===== src/rtl/ours_ppln_pkg.sv =====
// Shared types for the ours_* pipeline-stage helpers.
// Provides the skid-buffer state encoding.
package ours_ppln_pkg;

    typedef enum logic [1:0] {
        EMPTY = 2'b00,
        BUSY  = 2'b01,
        FULL  = 2'b10
    } ppln_state_e;

endpackage


===== src/rtl/ours_ppln_dreg.sv =====
// WIDTH-bit load-enable data register with asynchronous active-low reset to zero.
module ours_ppln_dreg #(
    parameter int unsigned WIDTH = 8
) (
    input  logic             clk,
    input  logic             rstn,
    input  logic             en,
    input  logic [WIDTH-1:0] d,
    output logic [WIDTH-1:0] q
);

    always_ff @(posedge clk or negedge rstn) begin
        if (!rstn) begin
            q <= '0;
        end else if (en) begin
            q <= d;
        end
    end

endmodule


===== src/rtl/ours_input_ppln.sv =====
// Two-entry skid buffer at the receive end of a stage boundary; ready and valid come from flops.
// Optional stall counter (stall_clr/stall_cnt) is built when OURS_PPLN_STALL_CNT_EN is defined.
module ours_input_ppln
    import ours_ppln_pkg::*;
#(
    parameter int unsigned WIDTH = 8
`ifdef OURS_PPLN_STALL_CNT_EN
    ,
    parameter int unsigned CNT_W = 16
`endif
) (
    input  logic             clk,
    input  logic             rstn,
    input  logic             valid_in,
    output logic             ready_out,
    input  logic [WIDTH-1:0] data_in,
    output logic             valid_out,
    input  logic             ready_in,
    output logic [WIDTH-1:0] data_out
`ifdef OURS_PPLN_STALL_CNT_EN
    ,
    input  logic             stall_clr,
    output logic [CNT_W-1:0] stall_cnt
`endif
);

    ppln_state_e      state_q, state_d;
    logic             acc, fire;
    logic             out_en, out_sel_skid, skid_en;
    logic [WIDTH-1:0] out_d, skid_q;

    always_ff @(posedge clk or negedge rstn) begin
        if (!rstn) begin
            state_q <= EMPTY;
        end else begin
            state_q <= state_d;
        end
    end

    // Handshake outputs are pure decodes of the state flops.
    assign ready_out = (state_q != FULL);
    assign valid_out = (state_q != EMPTY);
    assign acc       = valid_in & ready_out;
    assign fire      = valid_out & ready_in;

    always_comb begin
        state_d      = state_q;
        out_en       = 1'b0;
        out_sel_skid = 1'b0;
        skid_en      = 1'b0;
        case (state_q)
            EMPTY: begin
                if (acc) begin
                    out_en  = 1'b1;
                    state_d = BUSY;
                end
            end
            BUSY: begin
                if (acc && fire) begin
                    out_en = 1'b1;
                end else if (acc) begin
                    skid_en = 1'b1;
                    state_d = FULL;
                end else if (fire) begin
                    state_d = EMPTY;
                end
            end
            FULL: begin
                if (fire) begin
                    out_en       = 1'b1;
                    out_sel_skid = 1'b1;
                    state_d      = BUSY;
                end
            end
            default: state_d = EMPTY;
        endcase
    end

    assign out_d = out_sel_skid ? skid_q : data_in;

    ours_ppln_dreg #(
        .WIDTH (WIDTH)
    ) u_out_reg (
        .clk  (clk),
        .rstn (rstn),
        .en   (out_en),
        .d    (out_d),
        .q    (data_out)
    );

    ours_ppln_dreg #(
        .WIDTH (WIDTH)
    ) u_skid_reg (
        .clk  (clk),
        .rstn (rstn),
        .en   (skid_en),
        .d    (data_in),
        .q    (skid_q)
    );

`ifdef OURS_PPLN_STALL_CNT_EN
    logic stall;
    assign stall = valid_out & ~ready_in;

    // Clear takes priority over a coincident stall; the count saturates rather than wraps.
    always_ff @(posedge clk or negedge rstn) begin
        if (!rstn) begin
            stall_cnt <= '0;
        end else if (stall_clr) begin
            stall_cnt <= '0;
        end else if (stall && !(&stall_cnt)) begin
            stall_cnt <= stall_cnt + CNT_W'(1);
        end
    end
`endif

endmodule


===== config.mk =====
export PLATFORM = sky130hd
export DESIGN_NAME = ours_input_ppln
export DESIGN_NICKNAME = d
export VERILOG_FILES = /design/src/rtl/ours_ppln_pkg.sv /design/src/rtl/ours_ppln_dreg.sv /design/src/rtl/ours_input_ppln.sv
export SDC_FILE = /design/constraint.sdc
export NUM_CORES = 1
export LEC_CHECK = 0
export CORE_MARGIN = 5
export CORE_UTILIZATION = 35
export DETAILED_ROUTE_END_ITERATION = 16
export PLACE_DENSITY = 0.63
export SLEW_MARGIN = 20
export SYNTH_ARGS = -nofsm -noshare
export SYNTH_HDL_FRONTEND = slang
export SYNTH_SLANG_ARGS = --single-unit

===== constraint.sdc =====
create_clock -name clk -period 1.9 [get_ports clk]
set_clock_uncertainty 0.2 [all_clocks]
set_input_delay 0.19 -clock clk [delete_from_list [all_inputs] [get_ports clk]]
set_output_delay 0.19 -clock clk [all_outputs]
set_load 0.01 [all_outputs]

# Word level (Yosys, flattened, before mapping)
# Cells that the tools add are included.
# totals
rom_bits,0
word_cells,30
output_inout_bits,10
register_bits,18
mem_bits_rw,0
mem_count,0
latchBits,0
inputBits,12
# classes
addsub,0
n_lt_le_gt_ge,0
n_mul,0
reduce_logical,4
bitwise,2
n_div,0
shift,0
eq_ne,7
muxes,14
# ops
cell,count
two-way mux 2 bit,5
two-way mux 8 bit,1
inequality test 2 bit (second input constant),4
two-way mux 1 bit,6
one-hot mux 2 bit (3 select lines),1
AND reduction 4 bit,1
inequality test 3 bit (second input constant),1
one-hot mux 1 bit (3 select lines),1
bitwise AND 1 bit,2
== test 2 x 1 -> 1 bit (second input constant),1
== test 2 bit (second input constant),1
zero test 2 bit,1
nonzero test 2 bit,1
logical AND 1 bit,1

# Longest topological paths before layout
# logic_depth
ltp_word,6
mapped_depth,3
mapped_depth_nobuf,3

# Modules after synthesis
# Synthesis repeated with hierarchy kept, for this count alone.
# unflattened
cells_unflattened,56
area_unflattened_um2,912.1
# modules_own_cells
mod,seq_area_each_um2,cells_each,n_inst,area_per_inst_um2
ours_ppln_dreg,200.2,17,2,331.6
ours_input_ppln,50.0,22,1,249.0

# Worst setup path after synthesis
# OpenSTA, ideal clock, no wires.
# synth_timing
path_kind,register -> register
startpoint,reg state_q[1]
endpoint,reg u_out_reg.q[0]
synth_period_minus_slack_ns,1.554
slack_ns,0.346
n_path_buf,0
t_arrival_ns,1.229
required_time_ns,1.575
setup_time_ns,0.125
path_stages_with_launch,4
path_cell_list,dfrtp_1 nand2b_2 o21ai_4 mux2_4
# synth_via
elab_chain_cells,5
word_cells_on_any_way,14
classes_between,3 x eq/ne; 6 x mux; 2 x bitwise; 3 x reduce/logical
# synth_rtl
item,line_no,source
"start, declared",ours_input_ppln.sv:27,"ppln_state_e state_q, state_d;"
"start signal, assigned",ours_input_ppln.sv:36,state_q <= state_d;
inequality test 2 bit or nonzero test 2 bit (tied branches),"ours_input_ppln.sv:41, ours_input_ppln.sv:42",
"bitwise AND 1 bit, on equally long branches","ours_input_ppln.sv:43, ours_input_ppln.sv:44",
logical AND 1 bit or two-way mux 1 bit (tied branches),"ours_input_ppln.sv:59, ours_input_ppln.sv:69",
"two-way mux 1 bit, on equally long branches","ours_input_ppln.sv:59, ours_input_ppln.sv:51",
one-hot mux 1 bit (3 select lines) or two-way mux 8 bit (tied branches),"ours_input_ppln.sv:51, ours_input_ppln.sv:79",
"end signal, assigned",ours_ppln_dreg.sv:14,q <= '0;
"end signal, assigned",ours_ppln_dreg.sv:16,q <= d;
"end, declared",ours_ppln_dreg.sv:9,output logic [WIDTH-1:0] q
# Several ways; a longest one is shown, not always the timed one.
# A chain may end at the register's enable or synchronous reset.

# Final worst setup path
# layout_timing
startpoint,reg state_q[1]
endpoint,out ready_out
# layout_via
elab_chain_cells,1
# layout_rtl
item,line_no,source
inequality test 2 bit,ours_input_ppln.sv:41,assign ready_out = (state_q != FULL);
"end, declared",ours_input_ppln.sv:15,"output logic ready_out,"
# Every way passes these cells.

==> results_dict.tcl <==
set metrics [dict create \
    outcome "complete, no violations" \
    first_global_vias 629 \
    reg2regPathDepth 4 \
    dr.pass1.iters 3 \
    drtIter0Drc 7 \
    synth_area_um2 860 \
    worstSkewPairLatency_ps 300 \
    finalCritPeriodShare_pct 97.6 \
    cts_buffers 3 \
    drt_wl_total_mm 1.68 \
    multi_input_area_um2 409 \
    vias 586 \
    clock_path_buffers 2 \
    hold_path_class "in -> async" \
    synth_largest_area_cell "dfrtp_1" \
    crit_chain "or2b_1 -> clkdlybuf4s50_1" \
    arrival_ps 1460 \
    crit_cells 2 \
    nets 102 \
    yosysMostFrequentCell "dfrtp_1" \
    port_buffers 21 \
    cts_sinks 18 \
    ir_drop_uv 557 \
    clock-root-buffer "clkbuf_4" \
    grt_max_degree 19 \
    slew_headroom_pct 80.6 \
    dp.cells 112 \
    fp-row-count 18 \
    critPathMaxStageDelay_ps 540 \
    hold_buffers 0 \
    die_area_um2 3550 \
    yosysWarnings 0 \
    globalplace.congestion 0.733 \
    design_area_um2 1190 \
    htree_num_levels 1 \
    yosys-top-cells-area "dfrtp_1 52%, mux2_2 9.2%, mux2_4 8.7%, mux2_1 7.9%, a221o_1 3.5%" \
    p_leak_nw 0.522 \
    start_util_pct 35.7 \
    syn_nets 70 \
    path_max_fanout 4 \
    placedInstanceArea_um2 1130 \
    yosys-top-cells-count "18 x dfrtp_1, 7 x mux2_2, 6 x mux2_1" \
    detail-route-antenna-nets 0 \
    drc 0 \
    cts_tree "done" \
    fin_util_pct 49.3 \
    synth_top_area_share_pct 52.4 \
    synth_cells 58 \
    required_ps 1510 \
    ys_seq_elements 18 \
    drive_gt1_share_pct 32.6 \
    critPathKind "reg -> out" \
    register_area_um2 452 \
    slew_viol_final 0 \
    path_delay_family "buffers and inverters" \
    syn_to_final_growth_pct 38.3 \
    final_cells 119 \
    postSynthAreaPerCell_um2 14.8 \
    rsz0062_at_grt "false" \
    antenna_found_initial 0 \
    start_kind "register" \
    grt_usage_pct 10.4 \
    power_density_nw_per_um2 1100 \
    tightest_slew_ps 292 \
    cpMaxStageDelayCell "clkdlybuf4s50_1" \
    dp_hpwl_mm 1.23 \
    path_buf_inv 1 \
    ios 22 \
    synthArstFlopShare_pct 100 \
    ys_seq_area_share_pct 52.4 \
    cp-end-kind "output pin" \
    via_per_inst 4.92 \
    die_w_um 59.6 \
    die_y_um 59.6 \
    overflow 0 \
    fillers 217 \
    hold_viol 0 \
    synthFlopType "dfrtp_1" \
    yosysUniqueCellTypes 20 \
    final-setup-viol-count 0 \
    clock.fmax_mhz 539 \
    core_area_um2 2410 \
    clkTransAtPathRegs_ps 110 \
    insertedDiodeCount 0 \
    post-route-min-period_ps 1850 \
    grt_pass1_wl_mm 2.74 \
    synth_edf_count 0 \
    wl_per_cell_um 14.1 \
    cap_violations 0 \
]
[power by group]
group | switching [W] | internal (W) | leakage, nW
logic | 0.000168 | 0.000310 | 0.287
registers | 0.0000679 | 0.000521 | 0.214
clock network | 0.000128 | 0.000117 | 0.0210
[flip-flops by register name (all words and copies together), names as in the netlist]
| signal | count |
|---|---|
| u_out_reg.q | 8 |
| state_q | 2 |
| u_skid_reg.q | 8 |
[worst reg2reg max path: stages, from the launching register on]
cell and delay [ps]:
dfrtp_2 440, buf_4 150, nand2b_2 240, nor2_4 240
mux2_2 370
[area by class of cell]
| cell class | count | share of cell area (%) |
|---|---|---|
| well taps | 30 | 3.16 |
| repair buffers | 27 | 21.4 |
| flip-flops and latches | 18 | 38.0 |
| multi-input cells | 40 | 34.4 |
| clock buffers | 4 | 3.05 |
[cells by family (layout without fill, tap and decap cells)]
logic type	count (synthesis)	in the layout	synth area share, %
AO/OA/AOI/OAI	8	8	8.01
flip-flops	18	18	52.4
AND/OR/NAND/NOR	13	13	12.7
buffers and inverters	0	31	0
multiplexers	19	19	26.9
[layout by cell type, fill, tap and decap left out, types with 2 or more instances in the layout]
master and count:
buf_4 6, a221o_1 3, a21oi_1 2, mux2_4 5
o22ai_1 2, and2_1 3, mux2_2 7, mux2_1 6
clkbuf_4 3, clkdlybuf4s50_1 20, dfrtp_1 17
[final timing paths]
path	to	startpoint	slack (ps)
setup / recovery	ready_out	state_q[1]$_DFFE_PN0P_	50
hold / removal	state_q[0]$_DFFE_PN0P_	rstn	5
setup reg to reg	u_skid_reg.q[2]$_DFFE_PN0P_	state_q[1]$_DFFE_PN0P_	150
hold reg to reg	u_skid_reg.q[6]$_DFFE_PN0P_	u_skid_reg.q[6]$_DFFE_PN0P_	300
max in group asynchronous	state_q[1]$_DFFE_PN0P_	rstn	1280
min in group clk	u_skid_reg.q[6]$_DFFE_PN0P_	u_skid_reg.q[6]$_DFFE_PN0P_	300
[per-stage QoR]
step           setup slack, ps  hold WS (ps)  total power, W  TNS [ps]
4_1_cts                   37.0          5.05         0.00133         0
6_report                  45.5          5.00         0.00131         0
5_1_grt                   16.2          23.5         0.00138         0
3_3_place_gp             -63.9           269         0.00106      -330
2_1_floorplan              346          -306        0.000849         0
3_5_place_dp             -86.7           282         0.00107      -727
[routing by layer]
metal / vias up / GRT usage, % / routed length (um)
met2: 13 / 16.5 / 781
met1: 295 / 13.4 / 790
li1: 274 / - / -
met3: 4 / 2.18 / 76
met4: 0 / 4.75 / 27
met5: - / 0 / 0
[timing repair]
action | 4_1_cts | 5_1_grt
setup endpoints to repair | 2 | 0
setup buffers | 3 | 0
resized for setup | 2 | 0
(Power assumes the default switching activity.)
